`config.mk`:
```
export PLATFORM = sky130hd
export DESIGN_NAME = axis_frame_len_stats
export DESIGN_NICKNAME = d
export VERILOG_FILES = /design/src/rtl/axis_frame_len_stats_pkg.sv /design/src/rtl/axis_stats_sat_cnt.sv /design/src/rtl/axis_frame_len_stats.sv
export SDC_FILE = /design/constraint.sdc
export NUM_CORES = 1
export LEC_CHECK = 0
export BUFFER_PORTS_ARGS = -buffer_cell sky130_fd_sc_hd__buf_2
export CORE_ASPECT_RATIO = 1.25
export CORE_MARGIN = 4
export CORE_UTILIZATION = 30
export CTS_CLUSTER_DIAMETER = 120
export DETAILED_ROUTE_END_ITERATION = 8
export GPL_ROUTABILITY_DRIVEN = 0
export HOLD_SLACK_MARGIN = 0.15
export SLEW_MARGIN = 5
export SYNTH_ARGS = -nofsm -noshare
export SYNTH_HDL_FRONTEND = slang
export SYNTH_SLANG_ARGS = --single-unit
```
`constraint.sdc`:
```
create_clock -name clk -period 9.6 [get_ports clk]
set_input_delay 2.4 -clock clk [delete_from_list [all_inputs] [get_ports clk]]
set_output_delay 2.4 -clock clk [all_outputs]
set_load 0.02 [all_outputs]
```
`src/rtl/axis_frame_len_stats_pkg.sv`:
```
// Shared types and constants for the frame-length statistics block.
// Used by axis_frame_len_stats and axis_stats_sat_cnt.
package axis_frame_len_stats_pkg;

    localparam int LEN_WIDTH_DEF = 16;
    localparam int CNT_WIDTH_DEF = 32;
    localparam int SUM_WIDTH_DEF = 48;

    typedef enum logic {
        ST_IDLE = 1'b0,
        ST_HOLD = 1'b1
    } state_t;

    // All-ones pattern of the requested width (at most 64 bits).
    // Callers cast the result down to their own width.
    function automatic logic [63:0] ones(input int width);
        if (width >= 64) begin
            return '1;
        end
        return (64'd1 << width) - 64'd1;
    endfunction

endpackage

```
`src/rtl/axis_stats_sat_cnt.sv`:
```
// Saturating accumulator: adds add_val every cycle and sticks at all-ones.
// count_next includes this cycle's add so a snapshot can capture it before clear.
module axis_stats_sat_cnt
    import axis_frame_len_stats_pkg::*;
#(
    parameter int WIDTH = CNT_WIDTH_DEF
) (
    input  logic             clk,
    input  logic             rst,
    input  logic             clear,
    input  logic [WIDTH-1:0] add_val,
    output logic [WIDTH-1:0] count_next
);

    logic [WIDTH-1:0] count_reg;
    logic [WIDTH:0]   sum_wide;

    assign sum_wide   = {1'b0, count_reg} + {1'b0, add_val};
    assign count_next = sum_wide[WIDTH] ? '1 : sum_wide[WIDTH-1:0];

    always_ff @(posedge clk) begin
        if (!rst) begin
            count_reg <= '0;
        end else if (clear) begin
            count_reg <= '0;
        end else begin
            count_reg <= count_next;
        end
    end

endmodule

```
`src/rtl/axis_frame_len_stats.sv`:
```
// Per-window frame length statistics with a valid/ready snapshot interface.
// Optional sticky error flag enabled by defining AXIS_FRAME_LEN_STATS_ERR_EN.
module axis_frame_len_stats
    import axis_frame_len_stats_pkg::*;
#(
    parameter int LEN_WIDTH = LEN_WIDTH_DEF,
    parameter int CNT_WIDTH = CNT_WIDTH_DEF,
    parameter int SUM_WIDTH = SUM_WIDTH_DEF
) (
    input  logic                 clk,
    input  logic                 rst,
    input  logic [LEN_WIDTH-1:0] frame_len,
    input  logic                 frame_len_valid,
    input  logic [LEN_WIDTH-1:0] cfg_min_len,
    input  logic [LEN_WIDTH-1:0] cfg_max_len,
    input  logic                 snapshot_req,
    output logic                 stat_valid,
    input  logic                 stat_ready,
    output logic [CNT_WIDTH-1:0] stat_frames,
    output logic [SUM_WIDTH-1:0] stat_bytes,
    output logic [LEN_WIDTH-1:0] stat_min,
    output logic [LEN_WIDTH-1:0] stat_max,
    output logic [CNT_WIDTH-1:0] stat_runt,
    output logic [CNT_WIDTH-1:0] stat_oversize
`ifdef AXIS_FRAME_LEN_STATS_ERR_EN
    ,
    output logic                 err_flag,
    input  logic                 err_clear
`endif
);

    localparam logic [LEN_WIDTH-1:0] MIN_INIT = LEN_WIDTH'(ones(LEN_WIDTH));

    state_t state_reg, state_next;
    logic   pending_reg, pending_next;
    logic   take_snap;

    logic runt_hit, over_hit;
    assign runt_hit = frame_len_valid && (frame_len < cfg_min_len);
    assign over_hit = frame_len_valid && (frame_len > cfg_max_len);

    // Counters: index 0 frames, 1 runts, 2 oversize.
    logic [2:0]           inc_vec;
    logic [CNT_WIDTH-1:0] cnt_next [3];
    assign inc_vec = {over_hit, runt_hit, frame_len_valid};

    genvar gi;
    generate
        for (gi = 0; gi < 3; gi++) begin : g_cnt
            axis_stats_sat_cnt #(.WIDTH(CNT_WIDTH)) u_cnt (
                .clk        (clk),
                .rst        (rst),
                .clear      (take_snap),
                .add_val    (CNT_WIDTH'(inc_vec[gi])),
                .count_next (cnt_next[gi])
            );
        end
    endgenerate

    // A length wider than the accumulator is clipped to all-ones rather than truncated.
    logic [SUM_WIDTH-1:0] len_ext;
    logic [SUM_WIDTH-1:0] bytes_next;
    generate
        if (SUM_WIDTH >= LEN_WIDTH) begin : g_len_zext
            assign len_ext = SUM_WIDTH'(frame_len);
        end else begin : g_len_clip
            assign len_ext = (|frame_len[LEN_WIDTH-1:SUM_WIDTH]) ? '1 : frame_len[SUM_WIDTH-1:0];
        end
    endgenerate

    axis_stats_sat_cnt #(.WIDTH(SUM_WIDTH)) u_bytes (
        .clk        (clk),
        .rst        (rst),
        .clear      (take_snap),
        .add_val    (frame_len_valid ? len_ext : '0),
        .count_next (bytes_next)
    );

    logic [LEN_WIDTH-1:0] min_reg, max_reg, min_next, max_next;
    assign min_next = (frame_len_valid && (frame_len < min_reg)) ? frame_len : min_reg;
    assign max_next = (frame_len_valid && (frame_len > max_reg)) ? frame_len : max_reg;

    always_ff @(posedge clk) begin
        if (!rst || take_snap) begin
            min_reg <= MIN_INIT;
            max_reg <= '0;
        end else begin
            min_reg <= min_next;
            max_reg <= max_next;
        end
    end

    always_ff @(posedge clk) begin
        if (!rst) begin
            state_reg   <= ST_IDLE;
            pending_reg <= 1'b0;
        end else begin
            state_reg   <= state_next;
            pending_reg <= pending_next;
        end
    end

    always_comb begin
        state_next   = state_reg;
        pending_next = pending_reg;
        take_snap    = 1'b0;
        case (state_reg)
            ST_IDLE: begin
                if (snapshot_req) begin
                    take_snap  = 1'b1;
                    state_next = ST_HOLD;
                end
            end
            ST_HOLD: begin
                if (stat_ready) begin
                    // Handshake: a queued or coincident request reloads immediately.
                    pending_next = 1'b0;
                    if (pending_reg || snapshot_req) begin
                        take_snap = 1'b1;
                    end else begin
                        state_next = ST_IDLE;
                    end
                end else if (snapshot_req) begin
                    pending_next = 1'b1;
                end
            end
            default: begin
                state_next   = ST_IDLE;
                pending_next = 1'b0;
            end
        endcase
    end

    assign stat_valid = (state_reg == ST_HOLD);

    logic [CNT_WIDTH-1:0] stat_frames_reg, stat_runt_reg, stat_oversize_reg;
    logic [SUM_WIDTH-1:0] stat_bytes_reg;
    logic [LEN_WIDTH-1:0] stat_min_reg, stat_max_reg;
    logic                 window_empty;

    // Frame counter saturates rather than wrapping, so zero reliably means empty.
    assign window_empty = (cnt_next[0] == '0);

    always_ff @(posedge clk) begin
        if (!rst) begin
            stat_frames_reg   <= '0;
            stat_bytes_reg    <= '0;
            stat_min_reg      <= '0;
            stat_max_reg      <= '0;
            stat_runt_reg     <= '0;
            stat_oversize_reg <= '0;
        end else if (take_snap) begin
            stat_frames_reg   <= cnt_next[0];
            stat_bytes_reg    <= bytes_next;
            stat_min_reg      <= window_empty ? '0 : min_next;
            stat_max_reg      <= window_empty ? '0 : max_next;
            stat_runt_reg     <= cnt_next[1];
            stat_oversize_reg <= cnt_next[2];
        end
    end

    assign stat_frames   = stat_frames_reg;
    assign stat_bytes    = stat_bytes_reg;
    assign stat_min      = stat_min_reg;
    assign stat_max      = stat_max_reg;
    assign stat_runt     = stat_runt_reg;
    assign stat_oversize = stat_oversize_reg;

`ifdef AXIS_FRAME_LEN_STATS_ERR_EN
    logic err_flag_reg;

    always_ff @(posedge clk) begin
        if (!rst) begin
            err_flag_reg <= 1'b0;
        end else if (runt_hit || over_hit) begin
            err_flag_reg <= 1'b1;
        end else if (err_clear) begin
            err_flag_reg <= 1'b0;
        end
    end

    assign err_flag = err_flag_reg;
`endif

endmodule

```
==> results.json, run 1 <==
{
  "outcome": "finished clean",
  "grt_use_met3_pct": 3.800,
  "yosys_warnings": 0,
  "die-width_um": 216.0,
  "post_drt_wl_per_cell_um": 16.60,
  "switchingPower_mw": 0.8407,
  "yosysMostFrequentCell": "dfxtp_1",
  "hold_violations": 0,
  "synth_area_um2": 16230,
  "drt-total-wl_mm": 46.06,
  "root_buffer": "clkbuf_16",
  "fin_util_pct": 36.00,
  "drv_slew": 0,
  "num-fill-cells": 5516,
  "cpPeakStageDelay_ns": 0.56,
  "syn_inst": 1837,
  "numCtsBuffers": 39,
  "fmax_ghz": 0.1537,
  "path_clk_slew_ns": 0.06,
  "drive_above_1_share_pct": 17.87,
  "pin_count": 230,
  "portBuffers": 229,
  "placementRows": 95,
  "synthArstFlopShare_pct": 0,
  "synth_enable_flop_cells": 0,
  "syn-num-nets": 1975,
  "synth.area.top_cells": "dfxtp_1 (44%), ha_1 (6.5%), a21oi_1 (6.1%)",
  "drtIter0Drc": 682,
  "relSlewSlack_pct": 29.79,
  "cts_resized": 0,
  "worst_ir_drop_vdd_mv": 0.1095,
  "antenna_found_initial": 0,
  "cts_tree": "done",
  "worstPathRequired_ns": 10.09,
  "intPower_mw": 2.565,
  "grt_max_degree": 205,
  "cp_num_buf_inv": 2,
  "coreArea_um2": 53610,
  "dr.pass1.iters": 5,
  "cp_slowest_cell": "a21oi_1",
  "yosys_most_used_dff": "dfxtp_1",
  "p_comb_share_pct": 7.9,
  "die_y_um": 268.1,
  "setup_viol": 0,
  "first_global_vias": 13978,
  "path_cells": "buf_2, ha_1, a21o_1, a21o_1, a21o_1, a21o_1, a211oi_1, o21bai_1, a21oi_1, ha_1, and4_1, nand4_1, nor2_1, nand2_1, nor2_1, nand2_1, buf_4, a21oi_1, a21o_1",
  "dr_total_vias": 13751,
  "area_growth_syn_to_layout_pct": 18.91,
  "met2_usage_pct": 27.27,
  "grt_usage_pct": 15.46,
  "via_per_inst": 4.955,
  "cp_max_fo": 48,
  "p_per_area_nw_per_um2": 176.5,
  "max_cap_viol_count": 0,
  "synth_commonest_cells": "dfxtp_1 (354), a21oi_1 (199), nand2_1 (194)",
  "switching_share_pct": 24.68,
  "h-tree-depth": 2,
  "arrival_ns": 7.00,
  "largest_reg_flops": 96,
  "drc_errors": 0,
  "yosys.area.top_type": "dfxtp_1",
  "grt_pass1_wl_mm": 73.10,
  "cts_setup_buffers": 0,
  "holdBufCountCts": 0,
  "worst_pin_slew_ns": 1.045,
  "cts.path.max_buffers": 3,
  "clk_latency_ns": 0.55,
  "hpwlAfterDp_mm": 32.36,
  "min_period_ns": 6.507,
  "finClkSkew_ns": 0.01127,
  "synth-seq-cells": 354,
  "seq_area_um2": 7087,
  "hold_slack_ns": 0.4334,
  "ant_nets": 0,
  "initial_core_util_pct": 30.28,
  "multi_input_area_um2": 8394,
  "crit_type": "in2reg",
  "power.total_mw": 3.406,
  "leakagePower_nw": 8.862,
  "start_kind": "input pin",
  "cpMostUsedCell": "a21o_1",
  "syn_area_per_cell_um2": 8.835,
  "grt.overflow.total": 0,
  "die_area_um2": 57910,
  "antenna_cells": 0,
  "nets": 2157,
  "yosysUniqueCellTypes": 69,
  "yosysSeqAreaShare_pct": 43.66,
  "path_delay_family": "compound AO/OA/AOI/OAI gates",
  "endpoint_kind": "flip-flop",
  "seqPwrFrac_pct": 44.3,
  "rsz0062_at_grt": "false",
  "cts.sinks": 354,
  "hold_class": "reg2reg",
  "grtUsageMet1_pct": 18.13,
  "pwr-share-clk_pct": 47.7,
  "top_usage_layer": "met2",
  "finalCritPeriodShare_pct": 67.78,
  "final.setup.tns_ns": 0,
  "synth_top_area_share_pct": 43.66
}
[layout make-up]
type,count,area share [%]
Timing Repair Buffer,239,6.392
Sequential cell,354,36.72
Clock inverter,21,1.504
Tap cell,727,4.713
Inverter,77,1.498
Multi-Input combinational cell,1308,43.49
Clock buffer,49,5.679
[worst paths after layout]
path,start,endpoint,slack (ns),cells after the start
worst max-delay path,frame_len[1],stat_runt[9]$_SDFFE_PN0P_,3.09,19
worst min register to register,stat_bytes[41]$_SDFFE_PN0P_,stat_bytes[41]$_SDFFE_PN0P_,0.43,2
worst min-delay path,stat_bytes[41]$_SDFFE_PN0P_,stat_bytes[41]$_SDFFE_PN0P_,0.43,2
worst max register to register,u_bytes.count_reg[0]$_SDFF_PP0_,stat_bytes[21]$_SDFFE_PN0P_,5.58,10
[logic make-up (layout without fill, tap and decap cells)]
logic type      Yosys count  after routing  share of synthesized area [%]
mux                      50             50                          3.099
buf+inv                 175            386                          4.803
compound gates          503            503                          19.56
xor+xnor                 92             92                          4.965
simple gates            578            578                          17.31
fa+ha+maj                85             85                          6.599
flops                   354            354                          43.66
[cells in the final DEF, fill, tap and decap left out, types with 8 or more instances in the layout]
| cell type | netlist | layout |
|---|---|---|
| dfxtp_1 | 354 | 354 |
| buf_2 | 5 | 229 |
| a21oi_1 | 199 | 199 |
| nand2_1 | 194 | 193 |
| nor2_1 | 127 | 127 |
| a21o_1 | 98 | 98 |
| ha_1 | 84 | 84 |
| o21ai_0 | 82 | 82 |
| inv_1 | 77 | 77 |
| nand3_1 | 55 | 55 |
| nand4_1 | 48 | 48 |
| mux2i_1 | 48 | 48 |
| xor2_1 | 48 | 48 |
| xnor2_1 | 44 | 44 |
| clkbuf_16 | 0 | 41 |
| and2_1 | 32 | 32 |
| o21ai_2 | 32 | 31 |
| and3_1 | 30 | 30 |
| nor3_1 | 19 | 19 |
| a31oi_1 | 16 | 16 |
| a211oi_1 | 12 | 12 |
| and4_1 | 12 | 12 |
| o21a_1 | 10 | 10 |
| nor2b_1 | 10 | 9 |
| buf_4 | 6 | 9 |
| nand2b_1 | 9 | 8 |
| o31ai_1 | 8 | 8 |
| nor4_1 | 8 | 8 |
[metrics by stage]
step                      worst slack [ns]  instances  cell area (µm²)
after floorplan                      3.838       1837            16230
after global placement               2.687       2705            17910
after detailed placement             2.571       2705            17910
after CTS                            3.132       2775            19300
after global routing                 2.770       2775            19300
final                                3.093       2775            19300
[layer usage]
layer	routed length [µm]	share of wire, %
met1	19650	43
met2	22140	48
met3	2583	5.6
met4	1689	3.7
met5	0	0
[power groups by stage]
stage | combinational [mW] | sequential (mW) | clock (mW)
2_1_floorplan | 0.166 | 1.56 | 0
3_3_place_gp | 0.267 | 1.54 | 0
3_5_place_dp | 0.274 | 1.54 | 0
4_1_cts | 0.275 | 1.51 | 1.68
5_1_grt | 0.302 | 1.51 | 1.73
6_report | 0.271 | 1.51 | 1.63
[worst min-delay path, delay by kind of cell (launching register included)]
family        cells  cell delay, ns
flops             1            0.31
simple gates      2            0.09
Note: power is estimated with default switching activity, not from simulation.
==> run 2, diff against run 1 <==
- clock period: 9.6 -> 5.48 ns (I/O delays scaled with it)
==> results.json, run 2 (synthesis results as in run 1) <==
{
  "timing.reg2reg.setup_slack_ns": 2.19,
  "regToRegStartpoint": "u_bytes.count_reg[0]$_SDFF_PP0_",
  "wl_met3_mm": 2.542,
  "cp_num_buf_inv": 3,
  "die-width_um": 216.0,
  "outcome": "finished clean",
  "cp.depth": 20,
  "whs_endpoint": "stat_min[10]$_SDFFE_PN0P_",
  "place_area_um2": 18120,
  "initial_core_util_pct": 30.28,
  "cts_resized": 0,
  "drv_slew": 0,
  "finalCritPeriodShare_pct": 81.67,
  "arrival_ns": 4.88,
  "area_growth_syn_to_layout_pct": 18.96,
  "cts_setup_buffers": 0,
  "reg2reg_depth": 12,
  "cp_slowest_cell": "ha_1",
  "reg2reg_to": "stat_bytes[39]$_SDFFE_PN0P_",
  "hold_class": "reg2reg",
  "fin_area_um2": 19310,
  "worstPathRequired_ns": 5.89,
  "drtIter0Drc": 757,
  "first_global_vias": 13891,
  "dr_total_vias": 13954,
  "grt_pass1_wl_mm": 72.87,
  "numCtsBuffers": 38,
  "setup_viol": 0,
  "p_comb_share_pct": 8.6,
  "path_clk_slew_ns": 0.06,
  "largest_reg_flops": 96,
  "hold_slack_ns": 0.4465,
  "worst_ir_drop_vdd_mv": 0.2180,
  "hpwlAfterDp_mm": 32.83,
  "wl_met2_mm": 22.43,
  "grt_usage_pct": 15.35,
  "grt_max_degree": 78,
  "switching_share_pct": 25.15,
  "cts.sinks": 354,
  "nets": 2179,
  "coreArea_um2": 53610,
  "grt.overflow.total": 0,
  "finClkSkew_ns": 0.01938,
  "root_buffer": "clkbuf_16",
  "start_kind": "input pin",
  "most-common-layout-cells": "dfxtp_1 (354), buf_2 (229), a21oi_1 (199)",
  "switchingPower_mw": 1.408,
  "via_per_inst": 4.998,
  "die_y_um": 268.1,
  "cpPeakStageDelay_ns": 0.32,
  "pwr-share-clk_pct": 44.1,
  "antenna_found_initial": 0,
  "hold_violations": 0,
  "path_delay_family": "compound AO/OA/AOI/OAI gates",
  "leakagePower_nw": 8.893,
  "h-tree-depth": 2,
  "relSlewSlack_pct": 40.67,
  "placementRows": 95,
  "path_cells": "buf_2, ha_1, a21o_1, a21o_1, a21o_1, a21o_1, a211oi_1, o21bai_1, a21oi_1, buf_4, ha_1, and4_1, nand4_1, nor2_1, nand2_1, nor2_1, buf_4, and3_1, a31o_2, o21ai_0",
  "dr.pass1.iters": 5,
  "rsz0062_at_grt": "false",
  "max_cap_viol_count": 0,
  "antenna_cells": 0,
  "drc_errors": 0,
  "num-fill-cells": 5506,
  "endpoint_kind": "flip-flop",
  "cp_max_fo": 7,
  "ant_nets": 0,
  "holdBufCountCts": 0,
  "final_common_cell": "dfxtp_1",
  "p_per_area_nw_per_um2": 289.9,
  "cpMostUsedCell": "a21o_1",
  "crit_type": "in2reg",
  "die_area_um2": 57910,
  "power.total_mw": 5.598,
  "worstHoldStart": "stat_min[10]$_SDFFE_PN0P_",
  "wl_met1_mm": 19.65,
  "min_period_ns": 4.475,
  "final.setup.tns_ns": 0,
  "routed.top_layer": "met4",
  "drive_above_1_share_pct": 18.60,
  "cts.path.max_buffers": 3,
  "drt-total-wl_mm": 45.81,
  "post_drt_wl_per_cell_um": 16.41,
  "portBuffers": 229,
  "clk_latency_ns": 0.55,
  "seqPwrFrac_pct": 47.3,
  "fmax_ghz": 0.2234,
  "cts_tree": "done",
  "pin_count": 230,
  "min_path_cells": 2,
  "worst_pin_slew_ns": 0.8900,
  "intPower_mw": 4.190
}
## run 2: per-stage QoR
step	worst slack, ns	std cells	util (%)
final	1.005	2792	36.02
after global routing	0.6755	2792	36.02
after CTS	0.9946	2792	36.02
after detailed placement	0.4464	2728	33.81
after global placement	0.4369	2728	33.81
after floorplan	0.7479	1837	-
## run 2: power groups by stage
stage	Combinational (mW)	Sequential, mW	Clock (mW)
global placement	0.477	2.70	0
CTS	0.488	2.65	2.55
detailed placement	0.486	2.70	0
finish	0.482	2.65	2.47
global route	0.538	2.65	2.66
floorplan	0.290	2.73	0
## run 2: per-layer routing
layer / up-vias / GRT usage [%]
li1: 6857 / -
met1: 6675 / 18.60
met2: 344 / 27.39
met3: 78 / 3.257
met4: 0 / 4.707
met5: - / 0
## run 2: worst max-delay path by stage
stage / startpoint / to
finish: frame_len[1] / stat_runt[26]$_SDFFE_PN0P_
global route: frame_len[1] / stat_runt[26]$_SDFFE_PN0P_
CTS: frame_len[1] / stat_oversize[18]$_SDFFE_PN0P_
detailed placement: frame_len[1] / stat_oversize[18]$_SDFFE_PN0P_
global placement: frame_len[1] / stat_runt[29]$_SDFFE_PN0P_
floorplan: cfg_min_len[1] / g_cnt[1].u_cnt.count_reg[10]$_SDFF_PP0_
## run 2: layout make-up
type,instances,area (µm²),share of cell area [%]
multi-input cells,1308,8394,43.48
flip-flops and latches,354,7087,36.71
repair buffers,262,1444,7.478
clock buffers,46,1042,5.398
well taps,727,909.6,4.711
inverters,77,289.0,1.497
clock inverters,18,141.4,0.7323
## run 2: worst reg2reg max path: cells and delay by family, from the launching register on
family | cells | cell delay (ns)
compound gates | 7 | 1.72
fa+ha+maj | 2 | 0.62
buf+inv | 2 | 0.45
flops | 1 | 0.30
simple gates | 1 | 0.10
==> run 3, diff against run 2 <==
- clock period: 5.48 -> 4.24 ns (I/O delays scaled with it)
==> results.json, run 3 (synthesis results as in run 1) <==
{
  "arrival_ns": 4.50,
  "cts_tree": "done",
  "reg2reg_depth": 9,
  "final_common_cell": "dfxtp_1",
  "worstHoldStart": "stat_frames[15]$_SDFFE_PN0P_",
  "seq_area_um2": 7087,
  "die-width_um": 216.0,
  "max_cap_viol_count": 0,
  "cts.path.max_buffers": 3,
  "hold_slack_ns": 0.4429,
  "drt-total-wl_mm": 46.37,
  "largest_reg_flops": 96,
  "drive_above_1_share_pct": 20.94,
  "start_kind": "input pin",
  "hold_class": "reg2reg",
  "worstPathRequired_ns": 4.68,
  "fin_cells": 2848,
  "timing.reg2reg.setup_slack_ns": 1.13,
  "via_per_inst": 4.975,
  "coreArea_um2": 53610,
  "endpoint_kind": "flip-flop",
  "place_ws_ns": -0.4124,
  "multi_input_area_um2": 8432,
  "worst_pin_slew_ns": 1.067,
  "p_per_area_nw_per_um2": 374.8,
  "dp_cells": 2781,
  "outcome": "finished clean",
  "antenna_found_initial": 1,
  "num-fill-cells": 5462,
  "post_drt_wl_per_cell_um": 16.28,
  "most-common-layout-cells": "dfxtp_1 (354), buf_2 (229), a21oi_1 (198)",
  "leakagePower_nw": 9.212,
  "die_y_um": 268.1,
  "grt.overflow.total": 0,
  "portBuffers": 229,
  "area_growth_syn_to_layout_pct": 22.50,
  "numCtsBuffers": 38,
  "crit_type": "in2reg",
  "cp_num_buf_inv": 4,
  "initial_core_util_pct": 30.28,
  "path_delay_family": "compound AO/OA/AOI/OAI gates",
  "root_buffer": "clkbuf_16",
  "whs_endpoint": "stat_frames[15]$_SDFFE_PN0P_",
  "grt_pass1_wl_mm": 73.57,
  "cp_slowest_cell": "ha_1",
  "first_global_vias": 14059,
  "hpwlAfterDp_mm": 33.27,
  "ant_nets": 0,
  "nets": 2233,
  "worst_slack_ns": 0.1785,
  "clk_latency_ns": 0.54,
  "setup_viol": 0,
  "pin_count": 230,
  "holdBufCountCts": 0,
  "drtIter0Drc": 807,
  "min_period_ns": 4.061,
  "cp_max_fo": 8,
  "cpMostUsedCell": "o21a_1",
  "fmax_ghz": 0.2462,
  "min_path_cells": 1,
  "h-tree-depth": 2,
  "relSlewSlack_pct": 28.87,
  "finalCritPeriodShare_pct": 95.79,
  "cpPeakStageDelay_ns": 0.30,
  "drv_slew": 0,
  "path_cells": "buf_2, buf_4, ha_1, nor2b_1, o21a_1, o21a_1, o21a_1, o21a_1, o211ai_1, a21o_1, a31oi_1, buf_4, ha_1, nand3_1, nor3_2, and4_1, buf_4, and2_1, nand2_1, xor2_1, a21oi_1, a21o_1",
  "grt_max_degree": 205,
  "drc_errors": 0,
  "worst_ir_drop_vdd_mv": 0.3418,
  "finClkSkew_ns": 0.009588,
  "cts.sinks": 354,
  "reg2reg_to": "stat_min[4]$_SDFFE_PN0P_",
  "hold_violations": 0,
  "dr_total_vias": 14170,
  "regToRegStartpoint": "g_cnt[0].u_cnt.count_reg[14]$_SDFF_PP0_",
  "die_area_um2": 57910,
  "placementRows": 95,
  "dr.pass1.iters": 5,
  "path_clk_slew_ns": 0.06,
  "grt_usage_pct": 15.45
}
## run 3: layer usage
metal  vias to the layer above  share of wire [%]  global-route usage (%)
li1                       6967                  -                       -
met1                      6731                 42                   18.30
met2                       372                 48                   27.13
met3                       100                6.3                   3.359
met4                         0                3.9                   6.576
met5                         -                  0                       0
## run 3: what timing repair did
action,in CTS,in global routing
resized for setup,0,7
endpoints found under the setup margin,0,25
hold endpoints to repair,0,0
setup buffers,0,1
## run 3: worst max path at each step
stage                                                end            from  slack [ns]  cells after the start
after global placement        stat_runt[29]$_SDFFE_PN0P_    frame_len[1]       -0.44                     18
after global routing       stat_oversize[5]$_SDFFE_PN0P_    frame_len[1]      -0.001                     21
final                     stat_oversize[26]$_SDFFE_PN0P_    frame_len[1]        0.18                     22
after CTS                     stat_runt[29]$_SDFFE_PN0P_    frame_len[1]        0.15                     18
after detailed placement      stat_runt[29]$_SDFFE_PN0P_    frame_len[1]       -0.41                     18
after floorplan               stat_runt[29]$_SDFFE_PN0P_  cfg_min_len[1]        0.03                     17
## run 3: stage by stage
step / total power [mW] / setup TNS (ns) / area (µm²) / utilization [%]
floorplan: 3.903 / 0 / 16250 / -
finish: 7.452 / 0 / 19880 / 37.09
global placement: 4.131 / -27.75 / 18570 / 34.65
CTS: 7.556 / 0 / 19840 / 37.01
detailed placement: 4.148 / -28.73 / 18570 / 34.65
global route: 7.758 / -0.0009961 / 19880 / 37.09
## run 3: worst register-to-register path, delay by kind of cell, from the launching register on
family          cells  cell delay, ns
simple gates        5            1.51
buf+inv             1            0.27
xor+xnor            1            0.37
flops               1            0.49
compound gates      2            0.36
## run 3: cell type report
cell class / count / area share (%)
Multi-Input combinational cell: 1308 / 42.41
Sequential cell: 354 / 35.64
Timing Repair Buffer: 316 / 9.553
Clock buffer: 54 / 5.758
Tap cell: 727 / 4.575
Inverter: 77 / 1.454
Clock inverter: 11 / 0.5978
Antenna cell: 1 / 0.01259
## run 3: where the power goes
group	switching [mW]	internal (mW)	total (mW)
Sequential	0.0309	3.39	3.42
Clock	1.38	2.00	3.38
Combinational	0.417	0.233	0.650
